==> src/rtl/lfsr8_seq_monitor.sv <==
// Sequence monitor for the 3-bit, 8-state self-correcting LFSR counter.
// Syncs on state 100, predicts each next state, reports lock/errors/wraps and the measured period.
module lfsr8_seq_monitor #(
    parameter int LOCK_CNT = 8,  // legal range 2..15
    parameter int ERR_W    = 8
) (
    input  logic             i_clk,
    input  logic             i_reset,
    input  logic             i_en,
    input  logic             i_x2,
    input  logic             i_x1,
    input  logic             i_x0,
    output logic             o_lock,
    output logic             o_err,
    output logic             o_wrap,
    output logic [ERR_W-1:0] o_err_cnt,
    output logic [3:0]       o_period
);

    typedef enum logic [1:0] {
        SEEK,
        TRACK,
        LOCKED
    } state_t;

    localparam logic [2:0] SYNC_STATE  = 3'b100;
    localparam logic [3:0] LOCK_TARGET = 4'(LOCK_CNT);
    localparam logic [3:0] CNT_MAX     = 4'd15;

    // Counter feedback: shift right, MSB fed with NOR(X2,X1) ^ X1 ^ X0.
    function automatic logic [2:0] lfsr_next(input logic [2:0] s);
        logic f;
        f = ~(s[2] | s[1]) ^ s[1] ^ s[0];
        return {f, s[2], s[1]};
    endfunction

    state_t           r_state,     w_state_nx;
    logic [2:0]       r_pred,      w_pred_nx;
    logic [3:0]       r_match_cnt, w_match_cnt_nx;
    logic [3:0]       r_samp_cnt,  w_samp_cnt_nx;
    logic             r_lock,      w_lock_nx;
    logic             r_err,       w_err_nx;
    logic             r_wrap,      w_wrap_nx;
    logic [ERR_W-1:0] r_err_cnt,   w_err_cnt_nx;
    logic [3:0]       r_period,    w_period_nx;

    logic [2:0]       w_sample;
    logic             w_hit;
    logic             w_is_sync;
    logic [3:0]       w_match_inc;
    logic [3:0]       w_samp_inc;
    logic [ERR_W-1:0] w_err_cnt_inc;

    assign w_sample      = {i_x2, i_x1, i_x0};
    assign w_hit         = (w_sample == r_pred);
    assign w_is_sync     = (w_sample == SYNC_STATE);
    assign w_match_inc   = r_match_cnt + 4'd1;
    assign w_samp_inc    = (r_samp_cnt == CNT_MAX) ? CNT_MAX : r_samp_cnt + 4'd1;
    assign w_err_cnt_inc = (r_err_cnt == '1) ? r_err_cnt : r_err_cnt + ERR_W'(1);

    always_comb begin
        // NOTE: every output of this block gets a default first so no path leaves a latch behind.
        w_state_nx     = r_state;
        w_pred_nx      = r_pred;
        w_match_cnt_nx = r_match_cnt;
        w_samp_cnt_nx  = r_samp_cnt;
        w_lock_nx      = r_lock;
        w_err_nx       = 1'b0;
        w_wrap_nx      = 1'b0;
        w_err_cnt_nx   = r_err_cnt;
        w_period_nx    = r_period;

        if (i_en) begin
            unique case (r_state)
                SEEK: begin
                    if (w_is_sync) begin
                        w_state_nx     = TRACK;
                        w_match_cnt_nx = 4'd1;
                        w_samp_cnt_nx  = 4'd1;
                        w_pred_nx      = lfsr_next(w_sample);
                    end
                end
                TRACK: begin
                    if (w_hit) begin
                        w_match_cnt_nx = w_match_inc;
                        w_pred_nx      = lfsr_next(w_sample);
                        if (w_match_inc == LOCK_TARGET) begin
                            w_state_nx = LOCKED;
                            w_lock_nx  = 1'b1;
                        end
                    end else begin
                        // The offending sample is dropped, even a 100; resync waits for the next one.
                        w_err_nx       = 1'b1;
                        w_err_cnt_nx   = w_err_cnt_inc;
                        w_state_nx     = SEEK;
                        w_match_cnt_nx = 4'd0;
                    end
                end
                LOCKED: begin
                    if (w_hit) begin
                        w_pred_nx = lfsr_next(w_sample);
                        w_wrap_nx = w_is_sync;
                    end else begin
                        w_err_nx       = 1'b1;
                        w_err_cnt_nx   = w_err_cnt_inc;
                        w_lock_nx      = 1'b0;
                        w_state_nx     = SEEK;
                        w_match_cnt_nx = 4'd0;
                    end
                end
                default: w_state_nx = SEEK;
            endcase

            // Period spans from one matched 100 to the next, counted in sampled edges.
            if ((r_state != SEEK) && w_hit) begin
                if (w_is_sync) begin
                    w_period_nx   = r_samp_cnt;
                    w_samp_cnt_nx = 4'd1;
                end else begin
                    w_samp_cnt_nx = w_samp_inc;
                end
            end
        end
    end

    always_ff @(posedge i_clk) begin
        // NOTE: state registers use non-blocking assignment so every flop sees pre-edge values.
        if (i_reset) begin
            r_state     <= SEEK;
            r_pred      <= SYNC_STATE;
            r_match_cnt <= 4'd0;
            r_samp_cnt  <= 4'd0;
            r_lock      <= 1'b0;
            r_err       <= 1'b0;
            r_wrap      <= 1'b0;
            r_err_cnt   <= '0;
            r_period    <= 4'd0;
        end else begin
            r_state     <= w_state_nx;
            r_pred      <= w_pred_nx;
            r_match_cnt <= w_match_cnt_nx;
            r_samp_cnt  <= w_samp_cnt_nx;
            r_lock      <= w_lock_nx;
            r_err       <= w_err_nx;
            r_wrap      <= w_wrap_nx;
            r_err_cnt   <= w_err_cnt_nx;
            r_period    <= w_period_nx;
        end
    end

    assign o_lock    = r_lock;
    assign o_err     = r_err;
    assign o_wrap    = r_wrap;
    assign o_err_cnt = r_err_cnt;
    assign o_period  = r_period;

endmodule

==> config.mk <==
export PLATFORM = sky130hd
export DESIGN_NAME = lfsr8_seq_monitor
export DESIGN_NICKNAME = d
export VERILOG_FILES = /design/src/rtl/lfsr8_seq_monitor.sv
export SDC_FILE = /design/constraint.sdc
export NUM_CORES = 1
export LEC_CHECK = 0
export BUFFER_PORTS_ARGS = -buffer_cell sky130_fd_sc_hd__buf_2
export CAP_MARGIN = 0
export CORE_MARGIN = 5
export CORE_UTILIZATION = 50
export CTS_BUF_LIST = sky130_fd_sc_hd__clkbuf_2
export DETAILED_ROUTE_END_ITERATION = 7
export GPL_TIMING_DRIVEN = 0
export HOLD_SLACK_MARGIN = 0.05
export PLACE_DENSITY = 0.73
export REMOVE_ABC_BUFFERS = 1
export SLEW_MARGIN = 20
export SYNTH_ARGS = -nofsm -noshare
export SYNTH_HDL_FRONTEND = slang
export SYNTH_SLANG_ARGS = --single-unit
==> constraint.sdc <==
create_clock -name i_clk -period 2.6 [get_ports i_clk]
set_clock_uncertainty 0.05 [all_clocks]
set_input_delay 0.52 -clock i_clk [delete_from_list [all_inputs] [get_ports i_clk]]
set_output_delay 0.52 -clock i_clk [all_outputs]
set_load 0.1 [all_outputs]
Yosys cells after proc, flatten, opt, wreduce, memory -nomap -nowiden
Cells that the tools add are included.

cells by class
  add/subtract/negate cells = 3
  reductions and logical operators = 18
  multiplexer cells = 21
  bitwise operators = 9
  equality and inequality tests = 13

operator list
  cell                                                              count
  4-bit 2-to-1 mux                                                  7
  4-bit AND reduction                                               4
  4-bit case mux with 3 select lines                                1
  2-bit nonzero test                                                5
  4-bit by 1-bit adder with 4-bit output (second input constant)    2
  8-bit by 1-bit adder with 8-bit output (second input constant)    1
  4-bit == test (second input constant)                             2
  8-bit == test (second input constant)                             1
  2-bit 2-to-1 mux                                                  4
  2-bit inequality test (second input constant)                     4
  3-bit 2-to-1 mux                                                  2
  1-bit inverter                                                    6
  2-bit case mux with 3 select lines                                1
  3-bit case mux with 2 select lines                                1
  3-bit AND reduction                                               2
  5-bit AND reduction                                               1
  1-bit 2-to-1 mux                                                  4
  4-bit OR reduction                                                1
  3-bit == test                                                     1
  3-bit == test (second input constant)                             1
  3-bit inequality test (second input constant)                     1
  3-bit nonzero test                                                1
  3-bit OR reduction                                                1
  2-bit by 1-bit == test with 1-bit output (second input constant)  1
  8 further kinds                                                   9

word-level totals
  output and inout bits = 15
  bits in registers = 28
  input bits = 6
  logic and storage cells = 73

Longest topological paths before layout
  depth in word-level cells = 6
  gate-level depth with buffers = 7
  gate-level depth less buffers = 6

Worst setup path after synthesis
No wires, ideal clock.

  kind = register to register
  from = register r_err_cnt[0], in the netlist o_err_cnt[0]
  to = register r_err_cnt[5], in the netlist o_err_cnt[5]
  path buffers = 0
  stages on the path, launching flop included = 6
  required time = 2.418 ns
  path slack = 0.448 ns
  setup time = 0.132 ns
  period minus slack after synthesis = 2.152 ns
  arrival time = 1.970 ns
  cells stage by stage = dfxtp_1 > ha_1 > nand4_1 > o211ai_1 > or4_1 > a21oi_1

between the ends
  cells in the longest elaborated chain, start to end = 3
  elaborated cells between the ends (all ways) = 4
  those cells by class = add/sub (1); eq/ne (1); bitwise (1); reduce/logical (1)

RTL lines
  item                                                                            RTL line  RTL
  start, declared                                                                 44        logic [ERR_W-1:0] r_err_cnt, w_err_cnt_nx;
  start signal, assigned                                                          146       r_err_cnt <= w_err_cnt_nx;
  branches (longest 3 deep; another with 8-bit by 1-bit adder with 8-bit output)  --

Parallel ways; which one is timed is not known.
A chain may end at the register's enable or synchronous reset.

Worst setup path in the final report
  from = register r_state[0]
  to = register r_samp_cnt[2]

between the ends
  cells in the longest elaborated chain, start to end = 4
  elaborated cells between the ends (all ways) = 7
  those cells by class = mux (1); reduce/logical (6)

RTL lines
  item                           RTL line  RTL
  start, declared                37        state_t r_state, w_state_nx;
  start signal, assigned         139       r_state <= w_state_nx;
  2-bit nonzero test             115       if ((r_state != SEEK) && w_hit) begin
  1-bit logical AND              115
  2-bit nonzero test (no line)   --
  3-bit AND reduction (no line)  --
  end signal, assigned           142       r_samp_cnt <= w_samp_cnt_nx;
  end, declared                  40        logic [3:0] r_samp_cnt, w_samp_cnt_nx;

Parallel ways exist; a longest one is shown, timed or not.

==> flow_summary_export.csv <==
group,metric,value,unit
logic_synthesis,synthTopCellsByArea,"dfxtp_1 35%, ha_1 6.2%, a21oi_1 3.7%",
final_layout,design_area,1780,µm²
power,power_density,401,nW/µm²
setup_path,r2r_slack,470,ps
detailed_routing,vias,1532,
floorplanning,die-area,4480,µm²
cts,cts_inserted_buffers,3,
placed_design,port_buffers,20,
grt,grt_max_degree,24,
cts,root_buffer,"clkbuf_2",
timing,worstMarginPinSlew,630,ps
placed_design,pre_cts_ws,420,ps
logic_synthesis,synth_area,1620,µm²
worst_hold_path,min_path_cells,3,
setup_path,crit_type,"reg2reg",
status,outcome,"completed",
logic_synthesis,synth_cells,187,
placed_design,hpwl,2690,µm
final_layout,area_growth,9.81,%
logic_synthesis,synth_edf_count,0,
worst_hold_path,min_to,"r_pred[1]$_SDFFE_PP0P_",
grt,grt.total_usage,17.7,%
logic_synthesis,ys_async_sr_fraction,0,%
detailed_routing,vias_per_cell,6.10,
power,p_int,504,µW
grt,antenna_found_initial,0,
detailed_routing,postRouteWirelength,3620,µm
cts,cts_tree,"yes",
floorplanning,initial_core_util,52.6,%
logic_synthesis,ys.flop_type,"dfxtp_1",
timing,relSlewSlack,57.8,%
grt,grt_pass1_vias,1447,
placed_design,gp_congestion,0.801,
cts,cts_hold_buf,0,
logic_synthesis,synth.most_common_cell,"dfxtp_1",
final_layout,ff_latch_area,561,µm²
logic_synthesis,netlist.area_leader.share,34.6,%
setup_path,critPathCaptureType,"register",
timing,fin_crit,2130,ps
setup_path,cp_data_required_time,2850,ps
logic_synthesis,synth_area_leader_cell,"dfxtp_1",
setup_path,critPathLaunchType,"register",
logic_synthesis,avgSynthCellArea,8.66,µm²
cts,postCtsSetupBuffers,0,
worst_hold_path,hold_start,"i_x2",
worst_hold_path,hold_class,"in2reg",
power,worst_ir_drop_vdd,276,µV
cts,htree_levels,1,
placed_design,placed_area,1760,µm²
detailed_routing,drtPass1Iterations,5,
final_layout,multiInputGateArea,1000,µm²
grt,grt_pass1_wl,6300,µm
timing,setup_tns,0,ps
cts,cts_resized,0,
cts,cts_sinks,28,
timing,fmax,470,MHz
timing,fin_crit_sh,81.8,%
power,seqPwrFrac,62.5,%
power,sw_frac_of_total,29.4,%
setup_path,r2r-start,"r_state[0]$_SDFFE_PP0P_",
detailed_routing,drt_iter0_drc,119,
setup_path,r2r_end,"r_samp_cnt[2]$_SDFFE_PP0P_",
logic_synthesis,ys_seq_area_share,34.6,%
logic_synthesis,synthDistinctLibCells,50,
cts,cts.path.max_buffers,2,
power,pwr-share-comb,15.0,%
grt,grt_overflow_total,0,
timing,rsz0062_at_grt,"no",
timing,hold_viol,0,
detailed_routing,ant_nets,0,
floorplanning,die_y,66.9,µm
timing,setup_viol,0,
setup_path,reg2reg_depth,6,
detailed_routing,wl_per_cell,14.4,µm
setup_path,crit_fanout,11,
setup_path,critical_path_arrival,2370,ps
final_layout,final_nets,222,
final_layout,diodes,0,
floorplanning,io_pins,21,
floorplanning,core_area,3080,µm²
detailed_routing,drc_errors,0,
timing,final_max_slew_viol_count,0,
timing,holdWs,380,ps
final_layout,drive_gt1_share,15.0,%
logic_synthesis,synth_common_cells,"28 x dfxtp_1, 16 x nand2_1, 12 x a21oi_1",
floorplanning,rows,20,
flow_run,cap_violations,0,
final_layout,nFillCells,284,
power,p_switching,210,µW
timing,setup_slack,474,ps
power,p_leak,0.000650,µW
floorplanning,fp.dieW,66.9,µm
cts,clock_latency,360,ps
logic_synthesis,ys_ff_latch,28,
cts,path_clk_slew,250,ps
logic_synthesis,ys_warn_count,0,
power,clockPowerShare,22.4,%
==> critical path, cell delays in order, from the launching register on <==
cell      delay (ps)
dfxtp_1          430
inv_1            100
ha_1             330
nand2b_1         250
nor4_1           460
o21ai_0          190
a221oi_1         250
==> logic make-up after synthesis <==
kind of cell / after synthesis / share of synthesized area (%)
AOI/OAI and AO/OA: 52 / 23.3
xor gates and xnor gates: 7 / 5.17
adders and majority gates: 8 / 6.18
buffers and inverters: 15 / 3.47
DFF: 28 / 34.6
muxes: 3 / 1.85
and+or+nand+nor: 74 / 25.4
==> layout by cell type (no fill, tap or decap), types with 4 or more instances in the layout <==
cell,Yosys,final
nor3_1,4,4
a31o_1,4,4
o21ai_0,6,6
and3_1,4,4
xnor2_1,4,4
o31ai_1,4,4
buf_2,0,20
nand4_1,9,9
dfxtp_1,28,28
a21oi_1,12,12
nand2_1,16,16
nor2_1,8,8
nand3_1,8,8
ha_1,8,8
inv_1,10,10
nor4_1,7,7
==> power by group through the flow <==
stage	logic [µW]	registers (µW)	clock network (µW)
3_3_place_gp	104	453	0
5_1_grt	119	448	185
2_1_floorplan	67.8	460	0
4_1_cts	106	446	166
6_report	107	446	160
3_5_place_dp	106	454	0
==> per-layer routing <==
metal | vias up | global-route usage, % | share of wire (%)
met5 | - | 0 | 0
met4 | 0 | 7.34 | 1.7
met3 | 8 | 2.53 | 6.9
met2 | 54 | 28.6 | 46
met1 | 710 | 23.3 | 45
li1 | 760 | - | -
==> worst max-delay path by stage <==
stage | endpoint | slack [ps] | from
final | r_samp_cnt[2]$_SDFFE_PP0P_ | 470 | r_state[0]$_SDFFE_PP0P_
after global routing | r_samp_cnt[3]$_SDFFE_PP0P_ | 310 | r_state[1]$_SDFFE_PP0P_
after CTS | o_err_cnt[4]$_SDFFE_PP0P_ | 520 | r_state[1]$_SDFFE_PP0P_
after detailed placement | o_period[0]$_SDFFE_PP0P_ | 420 | i_x0
after global placement | o_period[1]$_SDFFE_PP0P_ | 460 | i_x0
after floorplan | o_err_cnt[3]$_SDFFE_PP0P_ | 450 | o_err_cnt[0]$_SDFFE_PP0P_
==> through the flow <==
stage | power (µW) | util (%) | instances
after global routing | 752 | 57.8 | 251
after CTS | 719 | 57.8 | 251
after floorplan | 528 | - | 183
final | 714 | 57.8 | 251
after global placement | 557 | 57.2 | 247
after detailed placement | 560 | 57.2 | 247
==> sequential cells by signal (all words and copies together), names as in the netlist <==
name         flops
r_state          2
o_err            1
o_wrap           1
r_pred           3
o_lock           1
o_err_cnt        8
o_period         4
r_samp_cnt       4
r_match_cnt      4
==> cell type report <==
type | instances | share of cell area [%]
multi-input cells | 144 | 56.4
clock inverters | 1 | 0.211
inverters | 11 | 2.32
well taps | 44 | 3.09
flip-flops and latches | 28 | 31.5
repair buffers | 20 | 5.63
clock buffers | 3 | 0.844
Note: power is estimated with default switching activity, not from simulation.
